## config.mk

```make
export PLATFORM = sky130hd
export DESIGN_NAME = nibble_serial_cla_adder
export DESIGN_NICKNAME = d
export VERILOG_FILES = /design/src/rtl/nibble_serial_cla_adder.sv
export SDC_FILE = /design/constraint.sdc
export NUM_CORES = 1
export LEC_CHECK = 0
export BUFFER_PORTS_ARGS = -buffer_cell sky130_fd_sc_hd__buf_2
export CAP_MARGIN = 40
export CORE_ASPECT_RATIO = 1.2
export CORE_MARGIN = 2
export CORE_UTILIZATION = 54
export DETAILED_ROUTE_END_ITERATION = 8
export HOLD_SLACK_MARGIN = 0.15
export PLACE_DENSITY = 0.85
export SYNTH_ARGS = -nofsm -noshare
export SYNTH_HDL_FRONTEND = slang
export SYNTH_HIERARCHICAL = 1
export SYNTH_SLANG_ARGS = --single-unit
```

## constraint.sdc

```tcl
create_clock -name clk -period 2 [get_ports clk]
set_clock_uncertainty 0.2 [all_clocks]
set_input_delay 0.2 -clock clk [delete_from_list [all_inputs] [get_ports clk]]
set_output_delay 0.2 -clock clk [all_outputs]
set_load 0.005 [all_outputs]
```

## src/rtl/nibble_serial_cla_adder.sv

```systemverilog
// nibble_serial_cla_adder: WIDTH-bit adder that walks the operands one nibble
// per clock through a single 4-bit carry-lookahead slice, carrying between
// steps through a 1-bit register. start/busy/done handshake.
// Optional feature: define ADDER_OVF_EN to add the signed-overflow port Ovf.

// 4-bit carry-lookahead slice: sum nibble plus the carries into bit 3 and out of bit 3.
module nibble_cla4 (
    input  logic [3:0] a,
    input  logic [3:0] b,
    input  logic       c,
    output logic [3:0] s,
    output logic       c3,
    output logic       c4
);
    logic [3:0] g, p;
    logic       c1, c2;

    assign g  = a & b;
    assign p  = a ^ b;
    assign c1 = g[0] | (p[0] & c);
    assign c2 = g[1] | (p[1] & g[0]) | (p[1] & p[0] & c);
    assign c3 = g[2] | (p[2] & g[1]) | (p[2] & p[1] & g[0]) | (p[2] & p[1] & p[0] & c);
    assign c4 = g[3] | (p[3] & g[2]) | (p[3] & p[2] & g[1]) | (p[3] & p[2] & p[1] & g[0])
              | (p[3] & p[2] & p[1] & p[0] & c);
    assign s  = p ^ {c3, c2, c1, c};
endmodule

module nibble_serial_cla_adder #(
    parameter int WIDTH = 16
) (
    input  logic             clk,
    input  logic             rst,
    input  logic             start,
    input  logic [WIDTH-1:0] A,
    input  logic [WIDTH-1:0] B,
    input  logic             Cin,
    output logic             busy,
    output logic             done,
    output logic [WIDTH-1:0] Sum,
    output logic             Cout
`ifdef ADDER_OVF_EN
    ,
    output logic             Ovf
`endif
);
    localparam int N  = WIDTH / 4;
    localparam int IW = (N > 1) ? $clog2(N) : 1;

    typedef enum logic [1:0] {IDLE, RUN, DONE} state_t;

    state_t           state, state_nxt;
    logic [WIDTH-1:0] a_q, b_q, res_q;
    logic [WIDTH-1:0] s_ext, res_nxt;
    logic [IW-1:0]    idx;
    logic             carry;
    logic [3:0]       nib_s;
    logic             nib_c3, nib_c4;
    logic             accept, last;

    // Operands are shifted right each step, so the slice always sees nibble 0.
    nibble_cla4 u_slice (
        .a  (a_q[3:0]),
        .b  (b_q[3:0]),
        .c  (carry),
        .s  (nib_s),
        .c3 (nib_c3),
        .c4 (nib_c4)
    );

    assign last = (idx == IW'(N - 1));

    // Next-state logic; start is only honoured outside RUN.
    always_comb begin
        state_nxt = state;
        accept    = 1'b0;
        case (state)
            IDLE: if (start) begin
                accept    = 1'b1;
                state_nxt = RUN;
            end
            RUN:  if (last) state_nxt = DONE;
            DONE: if (start) begin
                accept    = 1'b1;
                state_nxt = RUN;
            end else begin
                state_nxt = IDLE;
            end
            default: state_nxt = IDLE;
        endcase
    end

    // Result fills from the top: after N shifts nibble i lands at bits 4i+3:4i.
    always_comb begin
        s_ext      = '0;
        s_ext[3:0] = nib_s;
        res_nxt    = (res_q >> 4) | (s_ext << (WIDTH - 4));
    end

    // State register.
    always_ff @(posedge clk) begin
        if (rst) state <= IDLE;
        else     state <= state_nxt;
    end

    // Datapath, handshake flags and output registers; outputs load only on entry to DONE.
    always_ff @(posedge clk) begin
        if (rst) begin
            a_q   <= '0;
            b_q   <= '0;
            res_q <= '0;
            idx   <= '0;
            carry <= 1'b0;
            busy  <= 1'b0;
            done  <= 1'b0;
            Sum   <= '0;
            Cout  <= 1'b0;
`ifdef ADDER_OVF_EN
            Ovf   <= 1'b0;
`endif
        end else begin
            busy <= (state_nxt == RUN);
            done <= (state_nxt == DONE);
            if (accept) begin
                a_q   <= A;
                b_q   <= B;
                carry <= Cin;
                idx   <= '0;
            end else if (state == RUN) begin
                a_q   <= a_q >> 4;
                b_q   <= b_q >> 4;
                res_q <= res_nxt;
                carry <= nib_c4;
                idx   <= idx + 1'b1;
                if (last) begin
                    Sum  <= res_nxt;
                    Cout <= nib_c4;
`ifdef ADDER_OVF_EN
                    // carry into the MSB differs from carry out of it
                    Ovf  <= nib_c3 ^ nib_c4;
`endif
                end
            end
        end
    end

`ifndef ADDER_OVF_EN
    // Carry into the MSB is only needed for overflow.
    logic unused_c3;
    assign unused_c3 = nib_c3;
`endif
endmodule

```

==> results.py, run 1 <==
metrics = {
    "status": {
        "status": "complete, no violations",
    },
    "clock_tree": {
        "htreeDepth": 3,
        "cts_setup_buffers": 0,
        "clockBufferDepth": 2,
        "cts_tree": "yes",
        "clkTransAtPathRegs_ns": 0.07,
        "clkLatencyLatePin_ns": 0.34,
        "cts-root-buf": "clkbuf_8",
        "clock-sinks": 68,
        "cts_buffers": 9,
    },
    "detailed_routing": {
        "ant_nets": 0,
        "drt_iter0_markers": 150,
        "via_per_inst": 5.333,
        "wl_per_cell_um": 13.52,
        "totalWireLength_um": 6569,
        "vias": 2592,
        "post-route-drc-count": 0,
        "dr.pass1.iters": 4,
    },
    "die": {
        "die_y_um": 82.09,
        "core_um2": 4905,
        "rows": 28,
        "start_util": 0.5594,
        "dieArea_um2": 5670,
        "die_width_um": 69.07,
        "ios": 55,
    },
    "logic_synthesis": {
        "synth_area_leaders": "dfxtp_1, nand2_1, a21oi_1",
        "post_synth_num_cell_types": 29,
        "yosys.area.top_type": "dfxtp_1",
        "syn_nets": 375,
        "syn_area_per_cell_um2": 8.240,
        "synthCells": 333,
        "yosysWarnings": 6,
        "synth.top_cell.area_share": 0.4961,
        "synth_area_um2": 2744,
        "synth_seq_area_share": 0.4961,
        "ys_ff_latch": 68,
    },
    "power_and_ir_drop": {
        "p_per_area_nw_per_um2": 862.7,
        "peakVddDrop_v": 0.0005304,
        "leakage_nw": 1.522,
        "p_total_mw": 3.185,
    },
    "setup_path": {
        "crit_required_ns": 2.03,
        "r2r-start": "state[1]",
        "ff2ff_path_depth": 5,
        "reg2reg_setup_slack_ns": 0.11,
        "cp-start-kind": "register",
        "endpoint_kind": "register",
        "crit_path_max_fanout": 27,
        "crit_arrival_ns": 1.92,
        "r2r_end": "b_q[3]",
        "path_class": "reg2reg",
    },
    "hold_path": {
        "worstHoldEndpoint": "b_q[4]",
        "holdCritPathClass": "in2reg",
        "min_from": "start",
        "min_path_cells": 4,
    },
    "placed_design": {
        "dp_cells": 429,
        "io_buffers": 54,
        "gp_congestion": 0.7419,
        "dp_hpwl_um": 3662,
    },
    "timing": {
        "setup_violations": 0,
        "grt_setup_unrepaired": "no",
        "maxSlewHeadroom": 0.8083,
        "min_period_over_period": 0.9473,
        "worst_pin_slew_ns": 0.2856,
        "final-hold-violation-count": 0,
        "fin_crit_ns": 1.895,
        "whs_ns": 0.2312,
        "setup-tns-final_ns": 0,
        "maxSlewViolCount": 0,
        "fmax_mhz": 527.8,
    },
    "cells_and_area": {
        "fin_nets": 463,
        "antennaDiodeCount": 0,
        "finalNonFillerCells": 486,
        "syn_to_final_growth_pct": 34.56,
        "drive_gt1_frac": 0.1972,
        "fillCellCount": 340,
    },
    "global_routing": {
        "grt_util_all_layers": 0.2446,
        "antenna_found_initial": 0,
        "grt_overflow": 0,
        "grt_pass1_vias": 2447,
        "grt_max_degree": 69,
        "grt_first_pass_wirelength_um": 10910,
    },
    "flow_run": {
        "maxCapViolCount": 0,
    },
}
## cell type report
cell class	instances	area, um^2	area share
clock buffers	9	123.9	0.03355
clock inverters	7	115.1	0.03118
inverters	4	15.01	0.004066
multi-input cells	232	1209	0.3273
flip-flops and latches	68	1363	0.3690
well taps	60	75.07	0.02033
repair buffers	106	792.0	0.2145
## state kept, by name, summed over array words and instances, names as in the netlist
| register | flops |
|---|---|
| carry | 1 |
| busy | 1 |
| Cout | 1 |
| b_q | 16 |
| idx | 2 |
| res_q | 12 |
| a_q | 16 |
| done | 1 |
| Sum | 16 |
| state | 2 |
## per-stage QoR
step	utilization	setup slack, ns	area, um^2
5_1_grt	0.7528	0.01499	3692
3_3_place_gp	0.6194	0.2759	3038
6_report	0.7528	0.1055	3692
4_1_cts	0.7518	0.05954	3687
3_5_place_dp	0.6194	0.2172	3038
2_1_floorplan	-	0.3132	2744
## per-layer routing
| metal | GRT usage | part of all wire | up-vias |
|---|---|---|---|
| li1 | - | - | 1297 |
| met1 | 0.2689 | 0.40 | 1199 |
| met2 | 0.4567 | 0.53 | 84 |
| met3 | 0.05276 | 0.048 | 12 |
| met4 | 0.1078 | 0.017 | 0 |
| met5 | 0 | 0 | - |
## synth_stat cells
cell type and instances:
buf_6 2, nand3_1 11, o21bai_2 1, buf_2 16, fa_1 1, inv_1 4, buf_1 2, nand2b_1 2
a211oi_2 1, nor2_1 25, nand2_1 101, a22oi_1 6, o21a_1 1, xnor2_1 2, and3b_1 1, a21oi_1 40
buf_4 4, nand3b_1 1, ha_1 5, nor3_1 5, o21ai_0 1, dfxtp_1 68, nor2b_1 1, and2b_1 1
mux2i_1 4, a311oi_1 19, clkbuf_1 5, a21o_1 1, xor2_1 2
## how the worst max path moves through the flow
stage,to,slack [ns],startpoint
final,b_q[3],0.11,state[1]
after floorplan,carry,0.31,a_q[0]
after global placement,carry,0.28,a_q[0]
after CTS,b_q[2],0.06,state[0]
after global routing,b_q[14],0.01,state[1]
after detailed placement,carry,0.22,a_q[0]
## critical path, cell delays in order, from the launching register on
cell and delay, ns:
dfxtp_1 0.36, and2b_1 0.21, buf_6 0.18, a22oi_1 0.18, a21oi_1 0.09, dlygate4sd3_1 0.56
## what timing repair did
item                                   in CTS  in global routing
gates resized for setup                     0                  2
setup endpoints to repair                   0                  3
hold buffers                               41                  0
endpoints found under the hold margin      51                  0
## power by group
group | leakage [nW] | switching, mW | internal [mW]
Sequential | 0.556 | 0.0390 | 1.42
Combinational | 0.852 | 0.201 | 0.186
Clock | 0.115 | 0.516 | 0.823
Total | 1.52 | 0.756 | 2.43
## cells in the final DEF, fill, tap and decap left out, drive strengths merged, types with 2 or more instances in the layout
cell,n
clkinvlp,2
bufinv,3
dlygate4sd3,41
ha,5
mux2i,4
nor2,25
clkbuf,9
clkinv,2
nand3,11
xor2,2
dfxtp,68
nor3,5
a22oi,6
xnor2,2
a311oi,19
buf,65
nand2b,2
nand2,101
a21oi,40
inv,4
## cells by family (layout without fill, tap and decap cells)
logic type               after synthesis  after routing  synth area share
AO/OA/AOI/OAI                         70             70            0.1660
adder cells (fa/ha/maj)                6              6           0.03010
flip-flops                            68             68            0.4961
XOR/XNOR                               4              4           0.01277
multiplexers                           4              4           0.01459
buffers and inverters                 33            126           0.06338
AND/OR/NAND/NOR                      148            148            0.2171
No activity file was read; power rests on OpenSTA's default activity.
==> run 2: changes to the inputs <==
BUFFER_PORTS_ARGS = -buffer_cell sky130_fd_sc_hd__buf_4   (was -buffer_cell sky130_fd_sc_hd__buf_2)
==> run 2 against run 1 <==
Effect of this change: combinational power rose by 3%; sequential cell count did not move; non-clock buffer count fell by 4; wire length rose by 3.0%; setup slack got worse by 0.0091 ns; first-iteration DRC count rose by 15%; via count fell by 1.9%; register-to-register slack barely moved; clock power fell by 14%; global-route usage rose by 0.38 points; final cell count fell by 0.82%; critical path depth rose by 2.
==> results.py, run 2 (synthesized netlist as in run 1, its figures left out) <==
metrics = {
    "status": {
        "status": "complete, no violations",
    },
    "die": {
        "ios": 55,
        "rows": 28,
        "die_y_um": 82.09,
        "start_util": 0.5594,
        "die_width_um": 69.07,
        "dieArea_um2": 5670,
        "core_um2": 4905,
    },
    "setup_path": {
        "crit_arrival_ns": 2.01,
        "endpoint_kind": "register",
        "crit_path_max_fanout": 6,
        "crit_path_cell_trace": "dlygate4sd3_1 > buf_4 > nor2b_2 > buf_4 > nand2_1 > a21oi_1 > dlygate4sd3_1",
        "path_class": "in2reg",
        "path_delay_family": "buffers and inverters",
        "cp_slowest_cell": "dlygate4sd3_1",
        "cp-start-kind": "input port",
        "path_buf_inv": 4,
        "path_depth": 7,
        "crit_required_ns": 2.11,
        "slowest_delay_ns": 0.57,
        "ff2ff_path_depth": 5,
    },
    "clock_tree": {
        "cts_buffers": 9,
        "htreeDepth": 3,
        "clockBufferDepth": 2,
        "clock-sinks": 68,
        "cts_tree": "yes",
        "clkLatencyLatePin_ns": 0.36,
        "clkTransAtPathRegs_ns": 0.08,
        "cts-root-buf": "clkbuf_8",
    },
    "power_and_ir_drop": {
        "p_per_area_nw_per_um2": 809.4,
        "leakage_nw": 1.491,
        "peakVddDrop_v": 0.0006332,
    },
    "detailed_routing": {
        "ant_nets": 0,
        "wl_per_cell_um": 14.04,
        "dr.pass1.iters": 4,
        "vias": 2543,
        "drt_iter0_markers": 172,
        "totalWireLength_um": 6767,
        "post-route-drc-count": 0,
        "via_per_inst": 5.276,
    },
    "placed_design": {
        "dp_cells": 430,
        "gp_congestion": 0.7738,
        "io_buffers": 54,
        "dp_hpwl_um": 3919,
    },
    "cells_and_area": {
        "fin_nets": 459,
        "antennaDiodeCount": 0,
        "final_common_cell": "nand2_1",
        "top_regs": "Sum (16), a_q (16), b_q (16)",
        "finalNonFillerCells": 482,
        "final_cell_mix": "nand2_1, dfxtp_1, buf_4, a21oi_1, dlygate4sd3_1",
        "drive_gt1_frac": 0.2062,
        "syn_to_final_growth_pct": 35.61,
    },
    "global_routing": {
        "grt_max_degree": 69,
        "grt_first_pass_wirelength_um": 11010,
        "grt_util_all_layers": 0.2483,
        "antenna_found_initial": 0,
        "grt_overflow": 0,
        "grt_pass1_vias": 2475,
    },
    "flow_run": {
        "maxCapViolCount": 0,
    },
    "timing": {
        "fmax_mhz": 525.3,
        "maxSlewHeadroom": 0.5394,
        "grt_setup_unrepaired": "no",
        "maxSlewViolCount": 0,
        "final-hold-violation-count": 0,
        "min_period_over_period": 0.9518,
        "worst_pin_slew_ns": 0.6909,
        "fin_crit_ns": 1.904,
        "setup_violations": 0,
        "setup-tns-final_ns": 0,
    },
    "hold_path": {
        "holdCritPathClass": "in2reg",
        "min_path_cells": 2,
    },
}
-- run 2: cell types whose count changed in the layout (fill, tap and decap cells not counted), sizes merged --
cell	previous run	this run
dlygate4sd3	41	36
clkinvlp	2	3
bufinv	3	1
buf	65	66
inv	4	6
clkinv	2	1
-- run 2: layout make-up --
type / instances / area, um^2
Inverter: 4 / 15.01
Timing Repair Buffer: 102 / 855.8
Clock inverter: 7 / 75.07
Sequential cell: 68 / 1361
Clock buffer: 9 / 123.9
Tap cell: 60 / 75.07
Multi-Input combinational cell: 232 / 1215
Fill cell: 343 / 1184
-- run 2: where the power goes --
part           internal (mW)  total [mW]  switching [mW]
clock network          0.581        1.15           0.574
logic                  0.194       0.397           0.203
registers               1.42        1.46          0.0399
total                   2.19        3.01           0.817
-- run 2: final timing paths --
check                 from       end  slack [ns]
setup / recovery     start   b_q[12]         0.1
hold / removal         rst  state[0]        0.17
setup reg to reg  state[0]   b_q[11]        0.12
hold reg to reg    Sum[11]   Sum[11]        0.26
-- run 2: metal layers --
metal,part of all wire,global-route usage,vias to the layer above,wire length (um)
li1,-,-,1288,-
met1,0.40,0.2646,1171,2735
met2,0.53,0.4654,70,3565
met3,0.044,0.04540,14,299
met4,0.025,0.1412,0,167
met5,0,0,-,0
-- run 2: metrics by stage --
stage | setup WS, ns | util | cell area (um^2) | hold WS (ns) | power, mW
after floorplan | 0.3132 | - | 2744 | 0.1360 | 1.710
after global placement | 0.2615 | 0.6434 | 3156 | 0.2427 | 1.802
after detailed placement | 0.1395 | 0.6434 | 3156 | 0.2468 | 1.816
after CTS | 0.01278 | 0.7574 | 3715 | 0.1535 | 3.005
after global routing | 0.02015 | 0.7587 | 3721 | 0.2129 | 3.120
final | 0.09639 | 0.7587 | 3721 | 0.1732 | 3.012
-- run 2: repair_timing --
action                                 CTS  global route
gates resized for setup                  0             3
setup endpoints to repair                0             2
hold buffers                            36             0
endpoints found under the hold margin   35             0
setup buffers                            0             0
==> run 3: changes to the inputs <==
CORE_UTILIZATION = 53   (was 54)
PLACE_DENSITY = 0.84   (was 0.85)
SYNTH_HIERARCHICAL = not set   (was 1)
==> run 3 against run 2 <==
Effect of this change: design area shrank 0.64%; die area decreased by 1.3%; clock-buffer cell count unchanged; critical path depth down 2; fmax is 5.1% higher; setup slack better by 0.092 ns; first-iteration DRC count decreased by 35%; largest cell class unchanged; largest power group unchanged; highest routed layer unchanged.
==> results.py, run 3 <==
metrics = {
    "die": {
        "die_width_um": 68.61,
        "ios": 55,
        "rows": 28,
        "core_um2": 4870,
        "start_util": 0.5452,
        "die_y_um": 81.54,
        "dieArea_um2": 5594,
    },
    "logic_synthesis": {
        "synth-edff-count": 0,
        "synth_seq_area_share": 0.5127,
        "post_synth_num_cell_types": 32,
        "synth-compound-area-share": 0.1946,
        "netlist_top_cells_count": "nand2_1, dfxtp_1, a21oi_1",
        "syn_nets": 357,
        "syn_area_per_cell_um2": 8.429,
        "yosys.area.top_type": "dfxtp_1",
        "synth_area_leaders": "dfxtp_1, nand2_1, a21oi_1",
        "synth-simple-area-share": 0.2003,
        "ys_ff_latch": 68,
        "yosysMostFrequentCell": "nand2_1",
        "synthMuxAreaShare": 0.007540,
        "synthArstFlopShare": 0,
        "synth_area_um2": 2655,
        "synth.top_cell.area_share": 0.5127,
        "ys.flop_type": "dfxtp_1",
        "synth_fa_ha_area_frac": 0.03110,
        "synth-xor-area-share": 0.006598,
        "synthCells": 315,
        "synth_top_family_by_area": "simple AND/OR/NAND/NOR gates",
        "yosysWarnings": 0,
    },
    "timing": {
        "worst_pin_slew_ns": 0.4737,
        "min_period_over_period": 0.9059,
        "setup-tns-final_ns": 0,
        "grt_setup_unrepaired": "no",
        "final-hold-violation-count": 0,
        "fin_crit_ns": 1.812,
        "setup_violations": 0,
        "fmax_mhz": 551.9,
        "maxSlewViolCount": 0,
        "maxSlewHeadroom": 0.6835,
    },
    "hold_path": {
        "holdCritPathClass": "in2reg",
        "min_path_cells": 5,
        "min_from": "start",
        "worstHoldEndpoint": "a_q[10]",
    },
    "setup_path": {
        "crit_path_max_fanout": 3,
        "cp-start-kind": "register",
        "crit_required_ns": 2.04,
        "r2r-start": "a_q[0]",
        "reg2reg_setup_slack_ns": 0.19,
        "ff2ff_path_depth": 5,
        "endpoint_kind": "register",
        "r2r_end": "res_q[15]",
        "path_class": "reg2reg",
        "crit_arrival_ns": 1.85,
    },
    "detailed_routing": {
        "ant_nets": 0,
        "wl_per_cell_um": 14.51,
        "via_per_inst": 5.406,
        "post-route-drc-count": 0,
        "vias": 2530,
        "drt_iter0_markers": 112,
        "totalWireLength_um": 6791,
        "dr.pass1.iters": 4,
    },
    "clock_tree": {
        "clockBufferDepth": 2,
        "clock-sinks": 68,
        "clkLatencyLatePin_ns": 0.34,
        "cts-root-buf": "clkbuf_8",
        "cts_buffers": 9,
        "cts_tree": "yes",
        "clkTransAtPathRegs_ns": 0.07,
        "cts_setup_buffers": 0,
        "htreeDepth": 3,
    },
    "global_routing": {
        "grt_overflow": 0,
        "grt_pass1_vias": 2397,
        "grt_util_all_layers": 0.2675,
        "grt_max_degree": 37,
        "antenna_found_initial": 0,
        "grt_first_pass_wirelength_um": 10830,
    },
    "cells_and_area": {
        "fillCellCount": 351,
        "fin_nets": 445,
        "syn_to_final_growth_pct": 39.26,
        "multi_input_area_um2": 1171,
        "final_common_cell": "nand2_1",
        "final-seq-area_um2": 1361,
        "final_cell_mix": "nand2_1, dfxtp_1, buf_4, a21oi_1, dlygate4sd3_1",
        "drive_gt1_frac": 0.2083,
        "finalNonFillerCells": 468,
        "top_regs": "Sum (16), a_q (16), b_q (16)",
        "antennaDiodeCount": 0,
    },
    "placed_design": {
        "io_buffers": 54,
        "dp_hpwl_um": 4105,
        "dp_cells": 418,
        "gp_congestion": 0.8907,
    },
    "status": {
        "status": "complete, no violations",
    },
    "power_and_ir_drop": {
        "peakVddDrop_v": 0.0005793,
        "p_total_mw": 3.206,
        "leakage_nw": 1.496,
        "p_per_area_nw_per_um2": 867.1,
    },
    "flow_run": {
        "maxCapViolCount": 0,
    },
}
run 3: cell types whose count changed after synthesis, moves of 4 or more:
cell and change:
buf_2 -9, clkbuf_1 +6, a311oi_1 -11, o22ai_1 +4
nand2_1 -24, a22oi_1 +12, a211oi_1 +4, nand3_1 -8
nor2_1 +8
run 3: how the worst max path moves through the flow:
| stage | startpoint | to | slack [ns] | cells past startpoint |
|---|---|---|---|---|
| 4_1_cts | a_q[0] | res_q[15] | 0.18 | 5 |
| 5_1_grt | a_q[0] | res_q[15] | 0.10 | 5 |
| 6_report | a_q[0] | res_q[15] | 0.19 | 5 |
| 2_1_floorplan | a_q[0] | res_q[15] | 0.30 | 5 |
| 3_5_place_dp | a_q[0] | res_q[15] | 0.18 | 5 |
| 3_3_place_gp | a_q[0] | res_q[15] | 0.20 | 5 |
run 3: cell type report:
type / count / share of cell area
Sequential cell: 68 / 0.3682
Clock buffer: 9 / 0.03350
Timing Repair Buffer: 100 / 0.2261
Inverter: 4 / 0.004061
Clock inverter: 7 / 0.03113
Tap cell: 60 / 0.02030
Multi-Input combinational cell: 220 / 0.3168
run 3: what timing repair did:
item	in CTS	in global routing
hold buffers	34	0
resized for setup	0	0
hold endpoints to repair	50	0
run 3: cell families (layout without fill, tap and decap cells):
| family | count (synthesis) | in the layout |
|---|---|---|
| simple gates | 130 | 130 |
| compound gates | 80 | 80 |
| flops | 68 | 68 |
| buf+inv | 27 | 120 |
| fa+ha+maj | 6 | 6 |
| xor+xnor | 2 | 2 |
| mux | 2 | 2 |
run 3: worst max-delay path, stage by stage, from the launching register on:
cell and delay [ns]:
dfxtp_1 0.33, ha_1 0.30, a211o_1 0.33, a211oi_1 0.30
o41ai_1 0.09, and2_1 0.16
run 3: metrics by stage:
stage	hold slack (ns)	utilization	cell area (um^2)	setup slack [ns]
4_1_cts	0.1730	0.7593	3697	0.1797
2_1_floorplan	0.1608	-	2655	0.2988
5_1_grt	0.2163	0.7593	3697	0.1005
3_3_place_gp	0.2394	0.6403	3118	0.2011
3_5_place_dp	0.2464	0.6403	3118	0.1821
6_report	0.1987	0.7593	3697	0.1882
run 3: power by group:
group / leakage [nW] / switching (mW) / internal, mW
sequential: 0.555 / 0.0441 / 1.42
clock: 0.115 / 0.515 / 0.823
combinational: 0.826 / 0.205 / 0.198
run 3: routing by layer:
layer | GRT usage | share of wire | vias to the layer above
met5 | 0 | 0 | -
met4 | 0.1700 | 0.044 | 0
met3 | 0.06849 | 0.055 | 22
met2 | 0.4615 | 0.51 | 89
met1 | 0.2832 | 0.39 | 1165
li1 | - | - | 1254
